<file path="config.mk">
export PLATFORM = sky130hd
export DESIGN_NAME = sm_clk_divider_ex
export DESIGN_NICKNAME = d
export VERILOG_FILES = /design/src/rtl/sm_clk_divider_ex.sv
export SDC_FILE = /design/constraint.sdc
export NUM_CORES = 1
export LEC_CHECK = 0
export CELL_PAD_IN_SITES_DETAIL_PLACEMENT = 1
export CELL_PAD_IN_SITES_GLOBAL_PLACEMENT = 1
export CORE_ASPECT_RATIO = 0.9
export CORE_UTILIZATION = 30
export CTS_CLUSTER_DIAMETER = 50
export DETAILED_ROUTE_END_ITERATION = 16
export HOLD_SLACK_MARGIN = 0.15
export PLACE_DENSITY = 0.6
export SLEW_MARGIN = 20
export SYNTH_ARGS = -nofsm -noshare
export SYNTH_HDL_FRONTEND = slang
export SYNTH_SLANG_ARGS = --single-unit
</file>
<file path="constraint.sdc">
create_clock -name clkIn -period 9.15 [get_ports clkIn]
set_input_delay 1.3725 -clock clkIn [delete_from_list [all_inputs] [get_ports clkIn]]
set_output_delay 1.3725 -clock clkIn [all_outputs]
set_load 0.005 [all_outputs]
</file>
<file path="src/rtl/sm_clk_divider_ex.sv">
// Multi-mode clock generator: power-of-two tap, integer divide, manual
// single-step pulse and hold. Configuration changes only take effect at
// period boundaries, so clkOut never glitches. tick marks each rising edge.
module sm_clk_divider_ex #(
  parameter int CNT_WIDTH = 32,
  parameter int DIV_WIDTH = 16,
  parameter int SHIFT     = 16,
  parameter int STEP_HI   = 4
) (
  input  logic                 clkIn,
  input  logic                 rst_n,
  input  logic                 enable,
  input  logic [1:0]           mode,
  input  logic [3:0]           shift_sel,
  input  logic [DIV_WIDTH-1:0] div,
  input  logic                 step,
  output logic                 clkOut,
  output logic                 tick,
  output logic [1:0]           active_mode
);

  localparam int TAP_W = $clog2(CNT_WIDTH);
  localparam int PW    = $clog2(STEP_HI + 1);

  typedef enum logic [1:0] {
    MODE_POW2 = 2'd0,
    MODE_INT  = 2'd1,
    MODE_STEP = 2'd2,
    MODE_HOLD = 2'd3
  } mode_t;

  mode_t                active_q;
  logic [3:0]           active_shift;
  logic [DIV_WIDTH-1:0] active_div;
  logic [CNT_WIDTH-1:0] cnt;
  logic [PW-1:0]        pulse_cnt;
  logic                 step_meta, step_sync1, step_sync2;

  logic [CNT_WIDTH-1:0] cnt_next, cnt_inc, tap_mask;
  logic [PW-1:0]        pulse_next;
  logic                 clk_next, boundary;
  logic [TAP_W-1:0]     tap;
  logic [DIV_WIDTH-1:0] eff_div, half_div, cnt_low, cnt_inc_low;
  logic                 pow2_wrap, int_wrap, step_edge, idle;

  assign active_mode = active_q;

  // Derived quantities shared by the per-mode period logic
  assign tap         = TAP_W'(SHIFT) + TAP_W'(active_shift);
  assign tap_mask    = {CNT_WIDTH{1'b1}} >> (TAP_W'(CNT_WIDTH - 1) - tap);
  assign cnt_inc     = cnt + 1'b1;
  assign pow2_wrap   = (cnt & tap_mask) == tap_mask;
  assign eff_div     = (active_div < DIV_WIDTH'(2)) ? DIV_WIDTH'(2) : active_div;
  assign half_div    = eff_div >> 1;
  assign cnt_low     = cnt[DIV_WIDTH-1:0];
  assign cnt_inc_low = cnt_low + 1'b1;
  assign int_wrap    = cnt_low == (eff_div - 1'b1);
  assign step_edge   = step_sync1 & ~step_sync2;
  assign idle        = pulse_cnt == '0;

  // Synchronize the asynchronous step button and keep one extra stage for edge detect
  always_ff @(posedge clkIn or negedge rst_n) begin
    if (!rst_n) begin
      step_meta  <= 1'b0;
      step_sync1 <= 1'b0;
      step_sync2 <= 1'b0;
    end else begin
      step_meta  <= step;
      step_sync1 <= step_meta;
      step_sync2 <= step_sync1;
    end
  end

  // Next counter, clock level and pulse count for the applied mode; detect boundaries
  always_comb begin
    cnt_next   = cnt;
    clk_next   = clkOut;
    pulse_next = pulse_cnt;
    boundary   = 1'b0;
    if (enable) begin
      case (active_q)
        MODE_POW2: begin
          if (pow2_wrap) begin
            boundary = 1'b1;
          end else begin
            cnt_next = cnt_inc;
            clk_next = cnt_inc[tap];
          end
        end
        MODE_INT: begin
          if (int_wrap) begin
            boundary = 1'b1;
          end else begin
            cnt_next = cnt_inc;
            clk_next = cnt_inc_low >= half_div;
          end
        end
        MODE_STEP: begin
          if (!idle) begin
            pulse_next = pulse_cnt - 1'b1;
            if (pulse_cnt == PW'(1)) clk_next = 1'b0;
          end else if (step_edge) begin
            clk_next   = 1'b1;
            pulse_next = PW'(STEP_HI);
          end else begin
            boundary = 1'b1;
          end
        end
        default: begin
          boundary = 1'b1;
        end
      endcase
    end
    if (boundary) begin
      cnt_next = '0;
      clk_next = 1'b0;
    end
  end

  // Period state and registered outputs
  always_ff @(posedge clkIn or negedge rst_n) begin
    if (!rst_n) begin
      cnt       <= '0;
      pulse_cnt <= '0;
      clkOut    <= 1'b0;
      tick      <= 1'b0;
    end else begin
      cnt       <= cnt_next;
      pulse_cnt <= pulse_next;
      clkOut    <= clk_next;
      tick      <= enable & ~clkOut & clk_next;
    end
  end

  // Applied configuration only reloads on a boundary cycle
  always_ff @(posedge clkIn or negedge rst_n) begin
    if (!rst_n) begin
      active_q     <= MODE_HOLD;
      active_shift <= 4'd0;
      active_div   <= DIV_WIDTH'(2);
    end else if (boundary) begin
      active_q     <= mode_t'(mode);
      active_shift <= shift_sel;
      active_div   <= div;
    end
  end

endmodule
</file>
Word level (Yosys, flattened, before mapping)
Cells that the tools add are included.
- word-level logic and storage cells: 64
- output and inout port bits: 4
- flip-flop bits (word level): 62
- reductions and logical operators: 6
- shifts and indexed selects: 1
- eq/ne operators: 8
- add/sub/neg operators: 6
- bitwise operators: 6
- mux-type cells: 24
- $lt $le $gt $ge: 3
- operators by type and width (kind ; number):
    two-way mux 32 bit ; 4
    one-hot mux 32 bit (2 select lines) ; 1
    adder 32 x 1 -> 32 bit, second input constant ; 1
    AND 32 bit ; 1
    equality test 32 bit ; 1
    >> shifter 32 x 5 -> 32 bit, first input constant ; 1
    adder 16 x 1 -> 16 bit, second input constant ; 1
    equality test 16 bit ; 1
    >= comparator 16 x 15 -> 1 bit ; 1
    < comparator 16 x 2 -> 1 bit, second input constant ; 1
    two-way mux 16 bit ; 1
    subtractor 16 x 1 -> 16 bit, second input constant ; 1
    two-way mux 1 bit ; 13
    < comparator 5 x 6 -> 1 bit, second input constant ; 1
    two-way mux 3 bit ; 2
    != test 3 bit, second input constant ; 2
    one-hot mux 1 bit (3 select lines) ; 2
    adder 5 x 4 -> 5 bit, first input constant ; 1
    binary-select mux 1 bit (select 5 bit) ; 1
    subtractor 5 bit, first input constant ; 1
    AND reduction 4 bit ; 1
    AND 1 bit ; 3
    equality test 3 x 1 -> 1 bit, second input constant ; 1
    zero test 3 bit ; 1
    9 further kinds ; 10

Longest topological paths before layout
Gate-level depths: netlist (run 1).
- word-level depth: 10
- mapped depth: 17
- gate-level depth less buffers: 15

Least setup slack after synthesis (run 1)
No wires, ideal clock.
- path kind: reg2reg
- from: reg active_div[7]
- to: reg active_div[0]
- arrival time: 3499 ps
- data required time: 9025 ps
- stages on the path, launching flop included: 17
- path buffers: 3
- period minus slack after synthesis: 3624 ps
- path slack: 5526 ps
- cells stage by stage: dfrtp_1 -> buf_2 -> nor3_1 -> and2_1 -> and3_1 -> nand2b_1 -> ha_1 -> nor4b_2 -> nand4_1 -> xnor2_1 -> nor4_1 -> and4_1 -> and4_4 -> o21a_4 -> buf_8 -> buf_12 -> mux2_4
- cells in the longest elaborated chain, start to end: 7
- RTL lines (item ; RTL line ; source):
    start, declared ; 34 ; logic [DIV_WIDTH-1:0] active_div;
    start signal, assigned ; 144 ; active_div <= div;
    < comparator 16 x 2 -> 1 bit ; 53 ; assign eff_div = (active_div < DIV_WIDTH'(2)) ? DIV_WIDTH'(2) : active_div;
    two-way mux 16 bit * ; 53 ;
    subtractor 16 x 1 -> 16 bit * ; 57 ; assign int_wrap = cnt_low == (eff_div - 1'b1);
    equality test 16 bit * ; 57 ;
    two-way mux 1 bit * ; 91 ; if (int_wrap) begin
    one-hot mux 1 bit (3 select lines) * ; 81 ; case (active_q)
    two-way mux 1 bit * ; 80 ; if (enable) begin
Mark *: on every way between the ends. The rest lies on a longest branch, timed or not.
A chain may end at the register's enable or synchronous reset.

Worst setup path in the final report (run 1)
- from: reg active_div[10]
- to: reg cnt[16]
- cells in the longest elaborated chain, start to end: 9
- elaborated cells between the ends (all ways): 13
- those cells by class: add/sub (1); order compare (1); eq/ne (3); mux (5); reduce/logical (3)
- RTL lines (item ; RTL line ; source):
    < comparator 16 x 2 -> 1 bit ; 53 ;
    two-way mux 16 bit * ; 53 ;
    subtractor 16 x 1 -> 16 bit * ; 57 ;
    equality test 16 bit * ; 57 ;
    two-way mux 1 bit ; 91 ;
    one-hot mux 1 bit (3 select lines) ; 81 ;
    two-way mux 1 bit ; 80 ;
    != test 3 bit (no source line) (tied with other cells) ; -- ;
    AND reduction 4 bit (no source line) ; -- ;
    end signal, assigned ; 128 ; cnt <= cnt_next;
    end, declared ; 35 ; logic [CNT_WIDTH-1:0] cnt;
Marked as above.

==> results.md, run 1 <==
* Status: finished clean
* Post-DP Area at 5205 sq um
* Share of post-route cells with drive strength above 1 at 8.901%
* Critical path peak fanout at 47
* CP Cell Sequence: nor4_1 -> and2_1 -> and3_1 -> nand2b_1 -> ha_1 -> nor4b_2 -> nand4_1 -> xnor2_1 -> nor4_1 -> and4_1 -> and4_4 -> o21a_4 -> o21ai_0 -> a22o_1
* Number of flops mapped to enable cells by yosys at 0
* Die Width at between 100 and 150 um
* Setup Buffers After CTS at 0
* Final hold vios at 0
* CTS root buffer: clkbuf_16
* Total gr overflow at 0
* Max-cap violations at 0
* Die height at between 100 and 150 um
* Layout area overhead at 13.79%
* FFs w/ async S/R, synth at 100.0%
* RSZ-0062 raised after global routing: false
* Core area at roughly 16,000 sq um
* Vias/cell at between 5 and 6
* Final setup violation count at 0
* Final min period at 4.645 ns
* Buffers on Ports at 29
* I/O Pins at 30
* Max Slew Vio Count at 0
* Global-route usage over all layers at 19.98%
* Drt first pass iters at 4
* Worst-case clock buffer depth at 2
* Antenna diodes at 0
* Vias at around 4,300
* WL final at ~15,000 um
* CTS clock-pin slew for the worst setup and hold paths at 0.06 ns
* Gpl congestion at 0.8584
* Nets at approximately 610
* Most used cell, CP: nor4_1
* Htree depth at 3
* Worst clock skew at 0.009749 ns
* TritonCTS clock tree: done
* Top achievable clock speed at ~0.22 GHz
* Hold Crit Class: reg2reg
* Fin util at 35.41%
* Final instance area at between 5000 and 6000 sq um
* Initial antenna violation count at 0
* Startpoint Class: register
* DPL Wire Length at roughly 11,000 um
* Register bit count reported by yosys at between 60 and 70
* Worst slew pin tran at 0.8678 ns
* Worst EP required at 9.39 ns
* Clk sinks at 62
* Die area at between 15,000 and 20,000 sq um
* Power density cells at 138.8 nW/um^2
* First-pass GRT wire length at between 20,000 and 30,000 um
* # rows at 43
* Slowest CP cell: nor4_1
* Vias in the first global route at 4,524
* Final setup TNS at 0 ns
* CP peak stage delay at slightly above 0.5 ns
* Placed insts at 759
* Mapped Nets at just over 600
* Post-CTS sizing at 0
* Initial detailed-routing violation count at 280
* Final Cycle Share at 50.77%
* Worst R2R Path Depth at 14
* CTS buffer count at 9
* Synth unique cells at 90
* Leak pwr at 2.272 nW
* Slew headroom at between 40 and 50%
* Ys Warns at 0
* Main synth FF type: dfrtp_1
* Max VDD drop at roughly 0.00014 V
* Cts-stage hold buffer count at 0
* Detail Route Antenna Nets at 0
* Wire per inst at 19.77 um
* Hold depth at 0
* Drc violations at 0
* Syn Inst Count at 567
* Largest net degree at the start of global routing at 63
* Worst skew pair latency at 0.35 ns
* Avg Cell Area, Syn at 8.564 sq um
* Post-Syn Area at 4856 sq um
* Post-synthesis sequential area ratio at between 30% and 40%
* Worst setup EP type: register
* Setup CP Type: reg2reg
* Worst EP arrival at 4.88 ns
* Fin cells at 775
* Initial Util at 31.12%
[Yosys cell counts, types with 3 or more instances]
cell type	number	area share [%]
a211oi_1	7	1.1
a21o_1	5	0.77
a21oi_1	13	1.3
a22o_1	16	2.9
a22oi_1	5	0.77
a2bb2oi_2	3	0.93
and2_1	6	0.77
and3_1	9	1.2
and4_1	6	1.1
buf_2	16	1.6
clkbuf_1	21	1.6
dfrtp_1	59	30
dfstp_2	3	1.6
ha_1	18	4.6
inv_1	29	2.2
mux2_2	4	0.93
mux2i_1	3	0.62
nand2_1	60	4.6
nand2b_1	9	1.2
nand3_1	25	2.6
nand3b_1	3	0.46
nand4_1	17	2.2
nor2_1	30	2.3
nor2b_1	6	0.77
nor3_1	14	1.4
nor4_1	11	1.4
o2111ai_1	3	0.54
o211ai_1	5	0.77
o21ai_0	39	4.0
o311ai_0	3	0.54
o31a_1	3	0.54
o31ai_1	6	0.93
or2_2	3	0.39
or3_1	3	0.39
or4_1	5	0.77
xnor2_1	22	4.0
xor2_1	13	2.3
[final timing paths]
kind	from	endpoint	slack, ns
min in group asynchronous	rst_n	active_div[13]	1.22
max in group asynchronous	rst_n	cnt[29]	7.36
max	active_div[10]	cnt[16]	4.50
min reg2reg	step_meta	step_sync1	0.37
max reg2reg	active_div[10]	cnt[16]	4.50
min	step_meta	step_sync1	0.37
[power breakdown]
group / switching, mW / leakage, nW / internal (mW) / total [mW]
Combinational: 0.0442 / 1.41 / 0.0388 / 0.0830
Sequential: 0.0279 / 0.701 / 0.286 / 0.314
Clock: 0.131 / 0.162 / 0.239 / 0.370
Total: 0.203 / 2.27 / 0.564 / 0.767
[stage by stage]
step / hold WS (ns) / setup slack (ns) / total power, mW
2_1_floorplan: 0.3312 / 5.526 / 0.3634
3_3_place_gp: 0.3461 / 4.787 / 0.3997
3_5_place_dp: 0.3441 / 4.565 / 0.4014
4_1_cts: 0.3783 / 4.535 / 0.7789
5_1_grt: 0.3934 / 4.071 / 0.8002
6_report: 0.3656 / 4.505 / 0.7668
[cells in the final DEF (no fill, tap or decap), drive strengths merged, types with 7 or more instances in the layout]
cell,count
nand2,61
dfrtp,59
o21ai,41
nor2,31
inv,29
clkdlybuf4s50,28
nand3,25
xnor2,22
ha,18
nand4,18
a22o,16
nor3,15
xor2,13
a21oi,13
nor4,13
clkbuf,13
and3,9
nand2b,9
a211oi,7
and4,7
[cell families (layout without fill, tap and decap cells)]
kind of cell | after synthesis | after routing | synth area share, %
AOI/OAI and AO/OA | 146 | 146 | 22.55
and+or+nand+nor | 227 | 227 | 25.92
DFF | 62 | 62 | 32.03
xor gates and xnor gates | 35 | 35 | 6.313
buffers and inverters | 71 | 77 | 6.699
muxes | 8 | 8 | 1.855
adders and majority gates | 18 | 18 | 4.638
[registers in the layout, summed over array words and instances (netlist names)]
name	cells
clkOut	1
active_div	16
step_sync1	1
pulse_cnt	3
step_sync2	1
active_mode	2
step_meta	1
cnt	32
active_shift	4
tick	1
[area by class of cell]
type	instances	area [sq um]
multi-input combinational	434	2980
clock inverter	3	40.04
clock buffer	13	280.3
timing repair buffer	32	307.8
inverter	29	108.9
sequential	62	1555
fill	1832	10080
tap	202	252.7
[worst max-delay path, delay by kind of cell, from the launching register on]
kind,cells,cell delay (ns)
adder cells (fa/ha/maj),1,0.24
AO/OA/AOI/OAI,3,0.95
flip-flops,1,0.44
XOR/XNOR,1,0.19
AND/OR/NAND/NOR,9,2.71
[per-layer routing]
layer	global-route usage, %	vias to the layer above	share of wire (%)
met1	28.08	2132	50
met3	4.172	23	4.4
li1	-	2097	-
met5	0	-	0
met4	6.181	0	1.8
met2	30.46	80	44
No activity file was read; power rests on OpenSTA's default activity.
==> run 2: changes to the inputs <==
clock period = 4.4 ns   (was 9.15 ns; I/O delays follow)
==> results.md, run 2 (synthesis gave the netlist of run 1 again) <==
* Status: finished clean
* Worst R2R Path Depth at 15 (+1)
* Largest reg by FF count: cnt
* Leak pwr at 2.306 nW (+1.5%)
* Core area at 15,600 sq um (unchanged)
* Final hold vios at 0 (unchanged)
* Drt first pass iters at 4 (unchanged)
* Startpoint Class: register
* Final Worst Setup Slack at 0.4139 ns (-4.091 ns)
* Hold Crit Class: reg2reg
* Worst setup slack after placement at 0.2397 ns (-4.325 ns)
* Die area at 16,700 sq um (unchanged)
* Buffers on Ports at 29 (unchanged)
* Worst skew pair latency at 0.35 ns (about the same)
* Initial antenna violation count at 0 (unchanged)
* Largest net degree at the start of global routing at 41 (-35%)
* Max-cap violations at 0 (unchanged)
* Commonest cells after routing, fill and taps aside: 60 x nand2_1, 59 x dfrtp_1, 39 x o21ai_0
* Worst Setup EP: active_div[10]
* Placed insts at 768 (+1.2%)
* Detail Route Antenna Nets at 0 (unchanged)
* Slowest CP cell: nor4_2
* Worst slew pin tran at 0.9699 ns (+0.1020 ns)
* DPL Wire Length at 11,890 um (+6.1%)
* Setup CP Type: reg2reg
* Worst setup EP type: register
* Post-DP Area at 5273 sq um (+1.3%)
* # rows at 43 (unchanged)
* Die Width at 136.1 um (unchanged)
* Most common cell after layout, fill and taps aside: nand2_1
* Clk sinks at 62 (unchanged)
* CTS buffer count at 9 (unchanged)
* First-pass GRT wire length at 26,050 um (+3.4%)
* Worst EP required at 4.66 ns (-4.73 ns)
* M3 GR Usage at 3.841% (-0.33 points)
* Max Slew Vio Count at 0 (unchanged)
* Total gr overflow at 0 (unchanged)
* Max VDD drop at 0.0001791 V (+26%)
* Final instance area at 5558 sq um (+0.59%)
* Layout area overhead at 14.46%
* Worst R2R Start: active_div[12]
* Share of post-route cells with drive strength above 1 at 10.29% (+1.4 points)
* Wire per inst at 20.49 um (+3.7%)
* RSZ-0062 raised after global routing: false
* Final Cycle Share at 90.59% (+40 points)
* Vias in the first global route at 4,702 (+3.9%)
* Vias at 4,454 (+2.8%)
* TritonCTS clock tree: done
* Worst setup startpoint: active_div[12]
* GRT busiest layer: met2
* Met2 usage at 32.01% (+1.6 points)
* Worst clock skew at 0.007848 ns (-0.001902 ns)
* Final setup violation count at 0 (unchanged)
* Die height at 122.7 um (unchanged)
* Critical path peak fanout at 18 (-62%)
* M1 GR Usage at 28.74% (+0.66 points)
* WL final at 16,090 um (+5.0%)
* CTS clock-pin slew for the worst setup and hold paths at 0.06 ns (about the same)
* CP peak stage delay at 0.48 ns (-0.03 ns)
* Reg2reg end: active_div[10]
* Power density cells at 269.8 nW/um^2 (+94%)
* CTS root buffer: clkbuf_16
* Final min period at 3.986 ns (-0.6593 ns)
* Global-route usage over all layers at 20.66% (+0.68 points)
* Initial detailed-routing violation count at 258 (-7.9%)
* Initial Util at 31.12% (unchanged)
* Top Registers: cnt (32), active_div (16), active_shift (4)
* Worst-case clock buffer depth at 2 (unchanged)
* Vias/cell at 5.674 (+1.5%)
* Antenna diodes at 0 (unchanged)
* Gpl congestion at 0.8740 (+1.8%)
* Htree depth at 3 (unchanged)
* Setup Buffers After CTS at 0 (unchanged)
* Top achievable clock speed at 0.2509 GHz (+17%)
* I/O Pins at 30 (unchanged)
* Final setup TNS at 0 ns (unchanged)
* Number of flip-flops in the largest register at 32 (unchanged)
* Nets at 622 (+1.6%)
* Worst EP arrival at 4.25 ns (-0.63 ns)
* Slew headroom at 35.34% (-6.8 points)
* R2R Setup Slk at 0.41 ns (-4.09 ns)
* CP Cell Sequence: nor4_2 -> and2_1 -> and3_1 -> nand2b_1 -> ha_1 -> nor4b_4 -> nand4_1 -> xnor2_1 -> nor4_1 -> and4_1 -> and4_4 -> o21a_4 -> buf_4 -> nand2_1 -> o21ai_0
* Drc violations at 0 (unchanged)
* Fin cells at 785 (+1.3%)
==> run 2: routing by layer <==
layer / share of wire, % / vias to the layer above / routed length (um)
li1: - / 2123 / -
met1: 50 / 2241 / 8061
met3: 3.7 / 17 / 601
met5: 0 / - / 0
met4: 1.4 / 0 / 218
met2: 45 / 73 / 7205
==> run 2: metrics by stage <==
stage / hold slack (ns) / utilization [%] / power (mW)
after CTS: 0.3853 / 35.51 / 1.518
final: 0.3705 / 35.62 / 1.500
after floorplan: 0.3312 / - / 0.7558
after detailed placement: 0.3582 / 33.79 / 0.8385
after global placement: 0.3451 / 33.79 / 0.8317
after global routing: 0.3911 / 35.62 / 1.562
==> run 2: worst max-delay path: cells and delay by family, from the launching register on <==
family / cells / cell delay, ns
simple gates: 10 / 2.39
flops: 1 / 0.45
compound gates: 2 / 0.39
buf+inv: 1 / 0.26
fa+ha+maj: 1 / 0.24
xor+xnor: 1 / 0.15
==> run 2: worst min-delay path by stage <==
stage | from | to | slack (ns) | cells past startpoint
finish | step_meta | step_sync1 | 0.37 | 0
global route | step_meta | step_sync1 | 0.39 | 0
CTS | step_meta | step_sync1 | 0.39 | 0
detailed placement | step_meta | step_sync1 | 0.36 | 0
global placement | step_meta | step_sync1 | 0.35 | 0
floorplan | step_meta | step_sync1 | 0.33 | 0
==> run 2: cell type report <==
class / count / area [sq um]
Clock inverter: 5 / 25.02
Fill cell: 1863 / 10040
Inverter: 29 / 108.9
Sequential cell: 62 / 1555
Clock buffer: 11 / 242.7
Tap cell: 202 / 252.7
Multi-Input combinational cell: 435 / 2998
Timing Repair Buffer: 41 / 375.4
==> run 2: report_power, final <==
part           internal [mW]  total (mW)  leakage [nW]  switching, mW
logic                 0.0818       0.177          1.47         0.0952
registers              0.594       0.653         0.701         0.0595
clock network          0.391       0.669         0.139          0.278
total                   1.07        1.50          2.31          0.433
==> run 2: what timing repair did <==
item,in CTS,in global routing
endpoints found under the hold margin,0,0
resized for setup,0,1
endpoints found under the setup margin,0,25
hold buffers,0,0
